--- src/rtl/stim_bist_pkg.sv ---
// rtl/stim_bist_pkg.sv - shared state encoding and constants for the stimulus BIST controller
package stim_bist_pkg;

  typedef enum logic [1:0] {
    IDLE = 2'd0,
    RUN  = 2'd1,
    DONE = 2'd2
  } state_t;

  localparam logic [15:0] DEF_POLY = 16'h1021;
  localparam int          MAX_VEC  = 32;

endpackage

--- src/rtl/misr_shift.sv ---
// rtl/misr_shift.sv - single-input shift MISR that compacts the response stream
module misr_shift #(
  parameter int                MISR_W = 16,
  parameter logic [MISR_W-1:0] POLY   = 16'h1021
) (
  input  logic              clk,
  input  logic              rst,
  input  logic              clr,
  input  logic              en,
  input  logic              din,
  output logic [MISR_W-1:0] sig
);

  logic [MISR_W-1:0] sig_nxt;

  // Shift left, fold the outgoing MSB back through the polynomial, then inject din at bit 0
  always_comb begin
    sig_nxt    = (sig << 1) ^ (sig[MISR_W-1] ? POLY : '0);
    sig_nxt[0] = sig_nxt[0] ^ din;
  end

  // Signature register: reset and clear both zero it, en takes one response bit
  always_ff @(posedge clk) begin
    if (rst || clr) sig <= '0;
    else if (en)    sig <= sig_nxt;
  end

endmodule

--- src/rtl/stim_bist_ctrl.sv ---
// rtl/stim_bist_ctrl.sv - walks N_VEC select/data vectors into a device and signs its responses
module stim_bist_ctrl
  import stim_bist_pkg::*;
#(
  parameter int                STEP_CYCLES = 1,
  parameter int                N_VEC       = 32,
  parameter int                MISR_W      = 16,
  parameter logic [MISR_W-1:0] POLY        = DEF_POLY,
  parameter logic [MISR_W-1:0] GOLDEN      = 16'h0000
) (
  input  logic              clk,
  input  logic              rst,
  input  logic              start,
  input  logic              y_in,
  output logic              sel,
  output logic              A,
  output logic              B,
  output logic              C,
  output logic              D,
  output logic [4:0]        vec_idx,
  output logic              busy,
  output logic              done,
  output logic [MISR_W-1:0] signature,
  output logic              pass
);

  state_t            state;
  logic [4:0]        k;
  logic [7:0]        hc;
  logic              hold_last;
  logic              misr_clr;
  logic              misr_en;
  logic [MISR_W-1:0] sig_final;

  assign hold_last = (hc == 8'(STEP_CYCLES - 1));
  assign misr_clr  = (state == IDLE) && start;
  assign misr_en   = (state == RUN) && hold_last;
  assign vec_idx   = k;

  // Value the MISR takes on the final sample edge, so pass is valid together with done
  always_comb begin
    sig_final    = (signature << 1) ^ (signature[MISR_W-1] ? POLY : '0);
    sig_final[0] = sig_final[0] ^ y_in;
  end

  // Run sequencer: vector index, hold counter and registered stimulus/status outputs
  always_ff @(posedge clk) begin
    if (rst) begin
      state             <= IDLE;
      k                 <= '0;
      hc                <= '0;
      {sel, A, B, C, D} <= '0;
      busy              <= 1'b0;
      done              <= 1'b0;
      pass              <= 1'b0;
    end else begin
      case (state)
        IDLE: begin
          if (start) begin
            state             <= RUN;
            k                 <= '0;
            hc                <= '0;
            {sel, A, B, C, D} <= '0;
            busy              <= 1'b1;
          end
        end
        RUN: begin
          if (hold_last) begin
            hc <= '0;
            if (k == 5'(N_VEC - 1)) begin
              // last vector sampled: hold k, raise done for the single DONE cycle
              state <= DONE;
              busy  <= 1'b0;
              done  <= 1'b1;
              pass  <= (sig_final == GOLDEN);
            end else begin
              k                 <= k + 5'd1;
              {sel, A, B, C, D} <= k + 5'd1;
            end
          end else begin
            hc <= hc + 8'd1;
          end
        end
        DONE: begin
          state             <= IDLE;
          done              <= 1'b0;
          k                 <= '0;
          {sel, A, B, C, D} <= '0;
        end
        default: state <= IDLE;
      endcase
    end
  end

  misr_shift #(
    .MISR_W (MISR_W),
    .POLY   (POLY)
  ) u_misr (
    .clk (clk),
    .rst (rst),
    .clr (misr_clr),
    .en  (misr_en),
    .din (y_in),
    .sig (signature)
  );

endmodule

--- config.mk ---
export PLATFORM = sky130hd
export DESIGN_NAME = stim_bist_ctrl
export DESIGN_NICKNAME = d
export VERILOG_FILES = /design/src/rtl/stim_bist_pkg.sv /design/src/rtl/misr_shift.sv /design/src/rtl/stim_bist_ctrl.sv
export SDC_FILE = /design/constraint.sdc
export NUM_CORES = 1
export LEC_CHECK = 0
export ABC_CLOCK_PERIOD_IN_PS = 1800
export CORE_MARGIN = 4
export CORE_UTILIZATION = 46
export CTS_CLUSTER_DIAMETER = 200
export DETAILED_ROUTE_END_ITERATION = 7
export HOLD_SLACK_MARGIN = 0.1
export PLACE_DENSITY = 0.75
export SLEW_MARGIN = 20
export SYNTH_ARGS = -nofsm -noshare
export SYNTH_HDL_FRONTEND = slang
export SYNTH_SLANG_ARGS = --single-unit
--- constraint.sdc ---
create_clock -name clk -period 1.8 [get_ports clk]
set_input_delay 0.45 -clock clk [delete_from_list [all_inputs] [get_ports clk]]
set_output_delay 0.45 -clock clk [all_outputs]
set_load 0.02 [all_outputs]
* Word level (Yosys, flattened, before mapping)
Cells that the tools add are included.
** Word-level totals
- Register bits after elaboration :: 39
- Bits in latches :: 0
- Bits in writable memories :: 0
- Memory bits (read-only) :: 0
- Input port bits :: 4
- Output and inout port bits :: 29
- Logic and storage cells :: 73
- Memories kept :: 0
** Operators by class
- Add/subtract/negate cells :: 2
- Multipliers :: 0
- Div/mod/pow operators :: 0
- $lt $le $gt $ge :: 0
- Eq/ne operators :: 7
- Shift operators :: 0
- Multiplexer cells :: 35
- Bitwise operators :: 2
- Reduce and logical (&&, ||, !) cells :: 15
** Operators by type and width (count)
- $logic_not 16->1 :: 1
- $mux 1 :: 16
- $mux 8 :: 2
- $pmux 8 s2 :: 1
- $xor 16x16->16 :: 1
- $mux 5 :: 3
- $pmux 1 s3 :: 5
- $pmux 5 s3 :: 1
- $mux 13 :: 1
- $reduce_and 3->1 :: 3
- $add 8x1->8 const B :: 1
- $logic_not 8->1 :: 1
- $reduce_and 4->1 :: 2
- $mux 2 :: 3
- $ne 2x2->1 const B :: 3
- $add 5x1->5 const B :: 1
- $eq 5x5->1 const B :: 1
- $pmux 1 s2 :: 2
- $pmux 2 s2 :: 1
- $reduce_bool 2->1 :: 2
- $reduce_bool 3->1 :: 1
- $eq 2x1->1 const B :: 1
- $eq 2x2->1 const B :: 1
- $logic_and 1x1->1 :: 2
- other kinds (5) :: 5

* Longest topological paths before layout
- Depth after elaboration :: 4
- Depth in mapped cells :: 7
- Depth with buffers taken out :: 7

* Modules after synthesis
From an unflattened synthesis, not the netlist that was laid out.
** Second synthesis, totals
- Cell total of the unflattened synthesis :: 185
- Area total of the unflattened synthesis :: 1726.7 sq um
** Modules (own cells, without submodules)
- stim_bist_ctrl :: instances 1, cells each 116, area each 1013.5 sq um, sequential area each 360.3 sq um
- misr_shift :: instances 1, cells each 69, area each 713.2 sq um, sequential area each 320.3 sq um

* Worst setup path before layout
OpenSTA, ideal clock, no wires.
- Path kind :: reg2reg
- Start :: register k[1] (netlist: vec_idx[1])
- End :: register k[1] (netlist: vec_idx[1])
- Setup time :: 0.117 ns
- Data arrival time :: 1.580 ns
- Data required time :: 1.683 ns
- Path slack :: 0.103 ns
- Cell stages (with the launch flop) :: 8
- Buffers on the path :: 0
- Clock period less this slack :: 1.697 ns
- Cells stage by stage :: dfxtp_1 > ha_1 > and3_1 > ha_1 > nor2_1 > and3_1 > o21bai_1 > a22o_1
** Between the ends
- Word-level cells in the longest chain between the ends :: 4
- Elaborated cells between the ends (all ways) :: 7
- Classes of those cells :: add/sub: 1; eq/ne: 2; mux: 3; reduce/logical: 1
** Ends and longest elaborated chain
- from (decl) :: line stim_bist_ctrl.sv:28 : logic [4:0] k;
- from (signal assigned) :: line stim_bist_ctrl.sv:77 : k <= k + 5'd1;
- $add 5x1->5 :: line stim_bist_ctrl.sv:77
- $mux 5 :: line stim_bist_ctrl.sv:70 : if (k == 5'(N_VEC - 1)) begin
- $mux 5 :: line stim_bist_ctrl.sv:68 : if (hold_last) begin
- $pmux 5 s3 :: line stim_bist_ctrl.sv:57 : case (state)
Several ways; a longest one is shown, not always the timed one. The select of a mux whose other input is x is not followed.
A chain may end at the register's enable or synchronous reset.

* Worst setup path after layout
- Start :: register u_misr.sig[0]
- End :: output signature[0]
** RTL lines
- from (decl) :: line misr_shift.sv:11 : output logic [MISR_W-1:0] sig
- from (signal assigned) :: line misr_shift.sv:25 : else if (en) sig <= sig_nxt;
- to (decl) :: line stim_bist_ctrl.sv:23 : output logic [MISR_W-1:0] signature,
No word-level cell between the ends.

==> results_dict.tcl <==
set metrics [dict create \
    status "finished clean" \
    core_area_sq_um 3660 \
    hold_violations 0 \
    power_w 0.00180 \
    reg2reg_depth 4 \
    crit_fanout 4 \
    drc 0 \
    syn_to_final_growth_pct 30.1 \
    crit_family "buffers and inverters" \
    start_util_pct 47.6 \
    grt.total_usage_pct 14.9 \
    worstPathArrival_ps 1320 \
    cp-start-kind "flip-flop" \
    cp_slowest_cell "clkdlybuf4s50_1" \
    placed_cell_area_sq_um 2070 \
    worstMarginPinSlew_ps 338 \
    clockBufferDepth 2 \
    grt_max_degree 17 \
    period_share_pct 98.4 \
    die_x_um 69.5 \
    clock_skew_ps 2.75 \
    cts_tree "done" \
    syn-num-nets 199 \
    dr.pass1.iters 4 \
    tns_ps 0 \
    fillers 309 \
    grt_overflow 0 \
    io_pins 33 \
    period_needed_ps 1770 \
    post-route-cell-area_sq_um 2270 \
    slew_headroom_pct 77.4 \
    drt_wl_total_um 3570 \
    avgSynthCellArea_sq_um 9.12 \
    clockRootBuffer "clkbuf_8" \
    gp_congestion 0.765 \
    holdPathStages 2 \
    hold_class "flip-flop to flip-flop" \
    crit_type "flip-flop to primary output" \
    dieArea_sq_um 4830 \
    cts-htree-levels 2 \
    layout_commonest_cell "dfxtp_1" \
    peakVddDrop_mv 0.441 \
    yosys_warnings 0 \
    drt-initial-drc-count 86 \
    diodes 0 \
    finalNonFillerCells 269 \
    endpoint_kind "primary output" \
    rows 22 \
    cp_num_buf_inv 1 \
    cp.required_ps 1350 \
    grt_pass1_vias 1304 \
    fmax_ghz 0.565 \
    num-nets-final 228 \
    cts_sinks 34 \
    synth_seq_cells 34 \
    wl_per_cell_um 13.3 \
    die_h_um 69.5 \
    cts.reportedPaths.clkPinSlew_ps 70 \
    finalMaxSlewViolations 0 \
    slowest_delay_ps 630 \
    maxCapViolCount 0 \
    place_inst 259 \
    crit_chain "clkdlybuf4s50_1" \
    vias_per_cell 5.14 \
    synth-seq-area-share_pct 39.1 \
    insertion_delay_ps 290 \
    port_buffers 32 \
    cts_made_buffers 5 \
    vias 1383 \
    yosysUniqueCellTypes 40 \
    drtAntennaViolNets 0 \
    postSynthCellCount 191 \
    hold_slack_ps 504 \
    power_density_nw_per_um2 793 \
    finalSetupViolCount 0 \
    final_layout_size_suffix_gt1_share_pct 15.8 \
    p_leak_nw 1.14 \
    final_cell_mix "32 x dfxtp_1, 27 x nor2_1, 16 x mux2i_1" \
    cp_num_cells 1 \
    grt_pass1_wl_um 5800 \
    hpwl_um 2440 \
    antenna_found_initial 0 \
    hold_buffers 0 \
    synth_area_sq_um 1740 \
]
==> cells by family after synthesis <==
family,after synthesis,share of synthesized area [%]
AO/OA/AOI/OAI,31,13.1
XOR/XNOR,4,2.01
adder cells (fa/ha/maj),4,2.87
buffers and inverters,31,11.1
flip-flops,34,39.1
multiplexers,17,9.77
AND/OR/NAND/NOR,70,22.0
==> sequential cells by signal, indices dropped and copies added, names as in the netlist <==
name and cells:
sel 1, busy 1, state 2, vec_idx 4, u_misr.sig 16, pass 1
done 1, hc 8
==> Yosys cell counts, drive strengths merged <==
master / instances / area share (%)
dfxtp: 34 / 39
xor2: 4 / 2.0
ha: 4 / 2.9
and3: 3 / 1.1
a2111oi: 1 / 1.6
nor4b: 1 / 1.4
or3: 1 / 0.36
or3b: 1 / 0.50
o32ai: 1 / 0.50
o21bai: 2 / 0.86
a22oi: 1 / 0.43
nor3: 6 / 2.0
nor2b: 4 / 1.4
a21o: 3 / 1.3
nand2b: 4 / 1.4
or4: 2 / 1.1
o31ai: 1 / 0.43
o21a: 1 / 0.43
clkbuf: 4 / 0.86
nand4: 3 / 1.9
a31oi: 2 / 0.72
a22o: 3 / 1.5
nand2: 5 / 1.1
a21oi: 6 / 1.9
a211o: 1 / 0.50
nand3: 9 / 2.6
inv: 6 / 1.3
buf: 21 / 9.0
nor2: 28 / 6.0
o21ai: 7 / 2.0
mux2i: 17 / 9.8
a211oi: 1 / 0.43
nor4: 3 / 1.1
a41oi: 1 / 0.50
==> tightest hold or removal path: cells and delay by family, from the launching register on <==
family	cells	cell delay [ps]
DFF	1	330
AOI/OAI and AO/OA	2	130
==> metrics by stage <==
step           utilization [%]  setup WS (ps)
6_report                  61.9           28.8
5_1_grt                   61.9          -21.8
4_1_cts                   60.2          0.857
3_5_place_dp              56.6           -324
3_3_place_gp              56.6           -253
2_1_floorplan                -            103
==> area by class of cell <==
class	count	area (sq um)	share of cell area [%]
Sequential cell	34	683	30.1
Clock buffer	6	82.6	3.64
Inverter	6	22.5	0.994
Timing Repair Buffer	47	479	21.1
Clock inverter	2	60.1	2.65
Multi-Input combinational cell	126	878	38.8
Tap cell	48	60.1	2.65
==> layer usage <==
| metal | global-route usage [%] | wire, um | share of wire, % |
|---|---|---|---|
| met3 | 3.62 | 125 | 3.5 |
| met5 | 0 | 0 | 0 |
| met4 | 9.11 | 97 | 2.7 |
| met2 | 23.4 | 1610 | 45 |
| met1 | 18.1 | 1740 | 49 |
==> report_power, final <==
group | switching [W] | internal (W) | total, W
clock network | 0.000291 | 0.000591 | 0.000881
logic | 0.0000767 | 0.0000754 | 0.000152
registers | 0.00000495 | 0.000759 | 0.000764
total | 0.000372 | 0.00143 | 0.00180
==> repair_timing <==
item / in CTS / in global routing
endpoints found under the hold margin: 0 / 0
cloned: 0 / 1
pin swaps: 1 / 3
endpoints found under the setup margin: 12 / 17
setup buffers: 0 / 1
resized for setup: 11 / 13
==> worst paths after layout <==
| check | startpoint | end | slack, ps |
|---|---|---|---|
| hold reg to reg | busy | busy | 500 |
| hold / removal | busy | busy | 500 |
| setup / recovery | u_misr.sig[0] | signature[0] | 30 |
| setup reg to reg | u_misr.sig[4] | pass | 100 |
Note: power is estimated with default switching activity, not from simulation.
